`src/rtl/arbitro_mux.sv`:
```
// Round-robin arbiter that drives the selector of a shared 4:1 mux from four level requests.
// Build with ARBITRO_QUOTA_EN to withdraw a grant after QUOTA cycles while another requester waits.
module arbitro_mux #(
  parameter int QUOTA        = 8,
  parameter int LARGURA_CONT = 4
) (
  input  logic       clock,
  input  logic       reset,
  input  logic [3:0] requisicao,
  output logic [3:0] concessao,
  output logic [1:0] seletor,
  output logic       ocupado
);

  typedef enum logic [1:0] {LIVRE, CONCEDIDO, GUARDA} estado_t;

  localparam logic [LARGURA_CONT-1:0] CONT_MAX = '1;

  estado_t                 r_estado;
  logic [1:0]              r_ultimo;
  logic [LARGURA_CONT-1:0] r_contador;
  logic [3:0]              r_concessao;
  logic [1:0]              r_seletor;
  logic                    r_ocupado;

  logic [1:0] w_win;
  logic [1:0] w_idx;
  logic       w_any;
  logic       w_liberar;

  assign concessao = r_concessao;
  assign seletor   = r_seletor;
  assign ocupado   = r_ocupado;

  // Scan from ultimo+1 upward; the later (lower-offset) hit overrides, so the previous owner is last.
  always_comb begin
    w_win = r_ultimo;
    w_idx = r_ultimo;
    w_any = 1'b0;
    for (int k = 4; k >= 1; k--) begin
      w_idx = r_ultimo + 2'(k);
      if (requisicao[w_idx]) begin
        w_win = w_idx;
        w_any = 1'b1;
      end
    end
  end

`ifdef ARBITRO_QUOTA_EN
  logic w_outros;
  assign w_outros  = |(requisicao & ~(4'b0001 << r_ultimo));
  assign w_liberar = !requisicao[r_ultimo] ||
                     ((r_contador == LARGURA_CONT'(QUOTA - 1)) && w_outros);
`else
  logic w_unused;
  assign w_liberar = !requisicao[r_ultimo];
  assign w_unused  = &{1'b0, r_contador, (QUOTA > 0)};
`endif

  always_ff @(posedge clock or posedge reset) begin
    if (reset) begin
      r_estado    <= LIVRE;
      r_ultimo    <= 2'd3;
      r_contador  <= '0;
      r_concessao <= 4'b0000;
      r_seletor   <= 2'b00;
      r_ocupado   <= 1'b0;
    end else begin
      case (r_estado)
        LIVRE, GUARDA: begin
          if (w_any) begin
            r_estado    <= CONCEDIDO;
            r_concessao <= 4'b0001 << w_win;
            r_seletor   <= w_win;
            r_ocupado   <= 1'b1;
            r_ultimo    <= w_win;
            r_contador  <= '0;
          end else begin
            r_estado <= LIVRE;
          end
        end
        CONCEDIDO: begin
          if (r_contador != CONT_MAX) begin
            r_contador <= r_contador + 1'b1;
          end
          // Seletor is left alone so the mux output stays put while idle.
          if (w_liberar) begin
            r_estado    <= GUARDA;
            r_concessao <= 4'b0000;
            r_ocupado   <= 1'b0;
          end
        end
        default: begin
          r_estado    <= LIVRE;
          r_concessao <= 4'b0000;
          r_ocupado   <= 1'b0;
        end
      endcase
    end
  end

endmodule

```
`config.mk`:
```
export PLATFORM = sky130hd
export DESIGN_NAME = arbitro_mux
export DESIGN_NICKNAME = d
export VERILOG_FILES = /design/src/rtl/arbitro_mux.sv
export SDC_FILE = /design/constraint.sdc
export NUM_CORES = 1
export LEC_CHECK = 0
export BUFFER_PORTS_ARGS = -buffer_cell sky130_fd_sc_hd__buf_4
export CELL_PAD_IN_SITES_DETAIL_PLACEMENT = 1
export CELL_PAD_IN_SITES_GLOBAL_PLACEMENT = 1
export CORE_UTILIZATION = 34
export DETAILED_ROUTE_END_ITERATION = 8
export MAX_ROUTING_LAYER = met4
export PLACE_DENSITY = 0.69
export SLEW_MARGIN = 5
export SYNTH_ARGS = -nofsm -noshare
export SYNTH_HDL_FRONTEND = slang
export SYNTH_SLANG_ARGS = --single-unit
```
`constraint.sdc`:
```
create_clock -name clock -period 1.6 [get_ports clock]
set_input_delay 0.32 -clock clock [delete_from_list [all_inputs] [get_ports clock]]
set_output_delay 0.32 -clock clock [all_outputs]
set_load 0.02 [all_outputs]
```
# Word-level counts from Yosys, hierarchy flattened
# Index checks and enable logic that the tools add are counted.
# word_totals
latch_bits,0
in_bits,6
ramBits,0
register_bits,11
elab_cells,45
n_memories,0
rom_bits,0
# op_classes
n_shift,1
n_bitwise,0
n_div,0
multipliers,0
magnitude_cmp,4
n_addsub,3
eq_ne,4
mux,24
reduce_logical,4
# ops
cell,n
< comparator 2 x 3 -> 1 bit (second input constant),4
2-to-1 mux 1 bit,11
binary-select mux 1 bit (select 2 bit),4
2-to-1 mux 2 bit,4
2-to-1 mux 4 bit,2
one-hot mux 4 bit (2 select lines),1
adder 2 bit (second input constant),2
inequality test 2 bit (second input constant),2
one-hot mux 2 bit (2 select lines),1
AND reduction 2 bit,2
<< shifter 1 x 2 -> 4 bit (first input constant),1
adder 2 x 1 -> 2 bit (second input constant),1
equality test 2 x 1 -> 1 bit (second input constant),1
equality test 2 bit (second input constant),1
logical NOT 2 bit,1
one-hot mux 1 bit (2 select lines),1
OR reduction 2 bit,1

# Longest topological paths before layout
# logic_depth
depth_word,9
ltp_mapped,4

# Worst setup path before layout
# OpenSTA, ideal clock, no wires.
# synth_path
path_kind,reg-to-reg
startpoint,reg r_ultimo[0]
endpoint,reg r_concessao[1] (netlist: concessao[1])
path_buffers,0
path_stages_with_launch,5
arrival_time_ns,1.444
setup_time_ns,0.121
setup_slack_ns,0.035
required_time_ns,1.479
path_cell_list,dfstp_2 mux4_2 nand3b_2 nand2_4 a32o_2
# synth_via
elab_chain_len,9
# synth_lines
element,line_no,text
"start, declared",20,logic [1:0] r_ultimo;
"start signal, assigned",76,r_ultimo <= w_win;
adder 2 bit,41,w_idx = r_ultimo + 2'(k);
binary-select mux 1 bit (select 2 bit),42,if (requisicao[w_idx]) begin
2-to-1 mux 1 bit (implied by the code),42,
2-to-1 mux 2 bit (3 in a row),42,
<< shifter 1 x 2 -> 4 bit,73,r_concessao <= 4'b0001 << w_win;
2-to-1 mux 4 bit,71,if (w_any) begin
one-hot mux 4 bit (2 select lines),69,case (r_estado)
"end signal, assigned",73,
"end, declared",22,logic [3:0] r_concessao;
# Parallel ways exist; a longest one is shown, timed or not. The select of a mux whose other input is x is not followed.
# A chain may end at the register's enable or synchronous reset.

# Worst setup path in the final report
# layout_path
startpoint,reg r_ultimo[0]
endpoint,reg r_concessao[3] (netlist: concessao[3])
# Same word-level chain as after synthesis.

==> flow_summary.toml <==
[status]
status = "finished clean"

[hold_path]
hold_path.class = "input pin to async pin"

[setup_path]
cp_slowest_stage_delay_ps = 540
required_ps = 1750
path_cells = "mux4_2 -> nand3b_4 -> nand2_4 -> a32o_2"
worstPathArrival_ps = 1740
r2r_end = "concessao[3]$_DFFE_PP0P_"
critical_path_class = "flip-flop to flip-flop"
worstPathMaxFanout = 5
crit_path_start_kind = "flip-flop"
ff2ff_path_depth = 4
regToRegStartpoint = "r_ultimo[0]$_DFFE_PP1P_"
critPathBufInv = 0
endpoint_kind = "flip-flop"
cp_slowest_cell = "dfstp_2"
cp_top_family = "flip-flops"
r2r_slack_ps = 10

[sta]
worst_pin_slew_ps = 406.1
setup_viol = 0
finalMaxSlewViolations = 0
relSlewSlack_pct = 72.70
skew_ps = 0.2857
fin_crit_ps = 1588
whs_ps = 40.10
fin_crit_sh_pct = 99.28
rsz0062_at_grt = "true"
fmax_ghz = 0.6296
hold_viol = 0

[final_layout]
instances_no_fill = 76
drive_gt1_share_pct = 40.98
antennaDiodeCount = 0
fin_nets = 68
area_growth_pct = 28.47

[route]
drt-vias-per-instance = 5.395
drt_iter0_drc = 2
wl_per_cell_microns = 15.04
drtPass1Iterations = 4
ant_nets = 0
post-route-drc-count = 0
wl_microns = 1143
vias = 410

[floorplanning]
fp-row-count = 13
io_pins = 13
core-area_sq_um = 1383
start_util_pct = 38.46
dieArea_sq_um = 1726
die_w_microns = 41.55
die_h_microns = 41.55

[grt]
grt_max_degree = 12
grt_pass1_vias = 420
antenna_found_initial = 0
grt_pass1_wl_microns = 1952
track_usage_pct = 15.71
overflow = 0

[power]
ir_drop_mv = 0.8729
power-per-cell-area_nw_per_um2 = 1989
leakage_nw = 0.3217

[placed_design]
portBuffers = 12
dpl.hpwl_microns = 898.4
post-place-cells = 72
gp_congestion = 0.6764

[synth]
ys_seq_area_share_pct = 52.24
avgSynthCellArea_sq_um = 12.09
synth_fp_nets = 50
synth_fa_ha_area_share_pct = 0
yosys.area_share.simple_pct = 19.29
syn-instance-count = 44
ys_warn_count = 0
ys_ff_latch = 11
synth_top_family_by_area = "simple AND/OR/NAND/NOR gates"
synth_xor_area_share_pct = 0
synth_cell_types = 22
syn_area_sq_um = 531.8
synth_compound_area_share_pct = 19.29
synthMuxAreaShare_pct = 8.471

[clock_tree]
ctsLongestPathBuffers = 2
postCtsSetupBuffers = 0
ctsHoldBuffers = 0
cts_tree = "yes"
cts.sink_count = 11
htree_levels = 1
cts_root_buf = "clkbuf_4"
clk_pin_slew_ps = 60
cts_inserted_buffers = 3
clk_latency_ps = 260

[job]
cap_viol_max_count = 0
-- placed cells by master (no fill, tap or decap) --
cell type  count
dfstp_2        2
buf_4         13
a32o_2         2
dfrtp_1        9
mux2_1         2
inv_1          1
o21a_1         3
clkbuf_1       1
nand2b_1       3
nor3b_1        1
nand2_4        1
nand2_1        1
clkbuf_4       3
o21ai_0        2
o21ai_1        3
mux4_2         1
o2bb2ai_1      2
nor2_2         1
nand3_1        1
nand3b_4       1
nor4_2         1
nand4_1        1
nor2b_1        2
a21o_1         2
nor2_1         2
-- worst max-delay path by stage --
stage	slack (ps)	cells after the start	from	end
2_1_floorplan	40	4	r_ultimo[0]$_DFFE_PP1P_	concessao[1]$_DFFE_PP0P_
3_3_place_gp	40	4	r_ultimo[0]$_DFFE_PP1P_	concessao[3]$_DFFE_PP0P_
3_5_place_dp	0.6	4	r_ultimo[0]$_DFFE_PP1P_	concessao[3]$_DFFE_PP0P_
4_1_cts	2	4	r_ultimo[0]$_DFFE_PP1P_	concessao[3]$_DFFE_PP0P_
5_1_grt	-40	4	r_ultimo[0]$_DFFE_PP1P_	concessao[1]$_DFFE_PP0P_
6_report	10	4	r_ultimo[0]$_DFFE_PP1P_	concessao[3]$_DFFE_PP0P_
-- worst register-to-register path, stage by stage (launching register included) --
cell	delay, ps
dfstp_2	540
mux4_2	540
nand3b_4	120
nand2_4	70
a32o_2	210
-- routing by layer --
metal	GRT usage [%]	vias to the layer above	share of wire, %	routed length (microns)
li1	-	199	-	-
met1	20.11	201	44	508
met2	23.13	10	50	575
met3	2.609	0	5.1	58
met4	9.677	0	0	0
met5	-	-	0	0
-- kinds of logic (layout without fill, tap and decap cells) --
logic type	Yosys count	in the layout
flip-flops	11	11
AO/OA/AOI/OAI	14	14
AND/OR/NAND/NOR	15	15
multiplexers	3	3
buffers and inverters	1	18
-- final cells by class --
class | instances | area [sq um]
Fill cell | 156 | 699.4
Sequential cell | 11 | 277.8
Multi-Input combinational cell | 32 | 259.0
Timing Repair Buffer | 13 | 97.59
Clock buffer | 4 | 26.28
Tap cell | 15 | 18.77
Inverter | 1 | 3.754
-- through the flow --
| stage | util, % | setup TNS, ps | power (mW) | setup slack [ps] | instance area (sq um) |
|---|---|---|---|---|---|
| 6_report | 49.41 | 0 | 1.359 | 11.59 | 683.2 |
| 4_1_cts | 49.41 | 0 | 1.377 | 2.063 | 683.2 |
| 5_1_grt | 49.41 | -80.48 | 1.461 | -35.02 | 683.2 |
| 3_5_place_dp | 46.88 | 0 | 1.164 | 0.5542 | 648.1 |
| 2_1_floorplan | - | 0 | 0.9244 | 35.18 | 531.8 |
| 3_3_place_gp | 46.88 | 0 | 1.132 | 37.85 | 648.1 |
-- synthesized netlist by cell type --
cell type	instances	area, sq um
nor3b_1	1	7.510
nand2_1	1	3.750
mux4_2	1	22.52
nand3_1	1	5.000
o21ai_0	4	20.02
nor2_1	2	7.510
nor4_2	1	12.51
o21ai_1	1	5.000
a32o_2	2	22.52
nand3b_2	1	11.26
o21a_1	3	22.52
a21o_1	2	15.01
inv_1	1	3.750
o2bb2ai_1	2	17.52
mux2_1	2	22.52
dfstp_2	2	52.55
nand2_4	1	11.26
dfrtp_1	9	225.2
nand4_1	1	6.260
nor2_2	1	6.260
nand2b_1	3	18.77
nor2b_1	2	12.51
-- state kept, by name, indices dropped and copies added (netlist names) --
register   count
r_estado       2
ocupado        1
seletor        2
r_ultimo       2
concessao      4
-- repair_timing --
item                                    in CTS  in global routing
endpoints found under the setup margin       2                  6
pin swaps                                    0                  1
gates resized for setup                      1                  2
-- power by group --
| part | total [mW] | internal [mW] | switching (mW) |
|---|---|---|---|
| Sequential | 0.518 | 0.420 | 0.0980 |
| Combinational | 0.658 | 0.317 | 0.341 |
| Clock | 0.183 | 0.0965 | 0.0861 |
No activity file was read; power rests on OpenSTA's default activity.
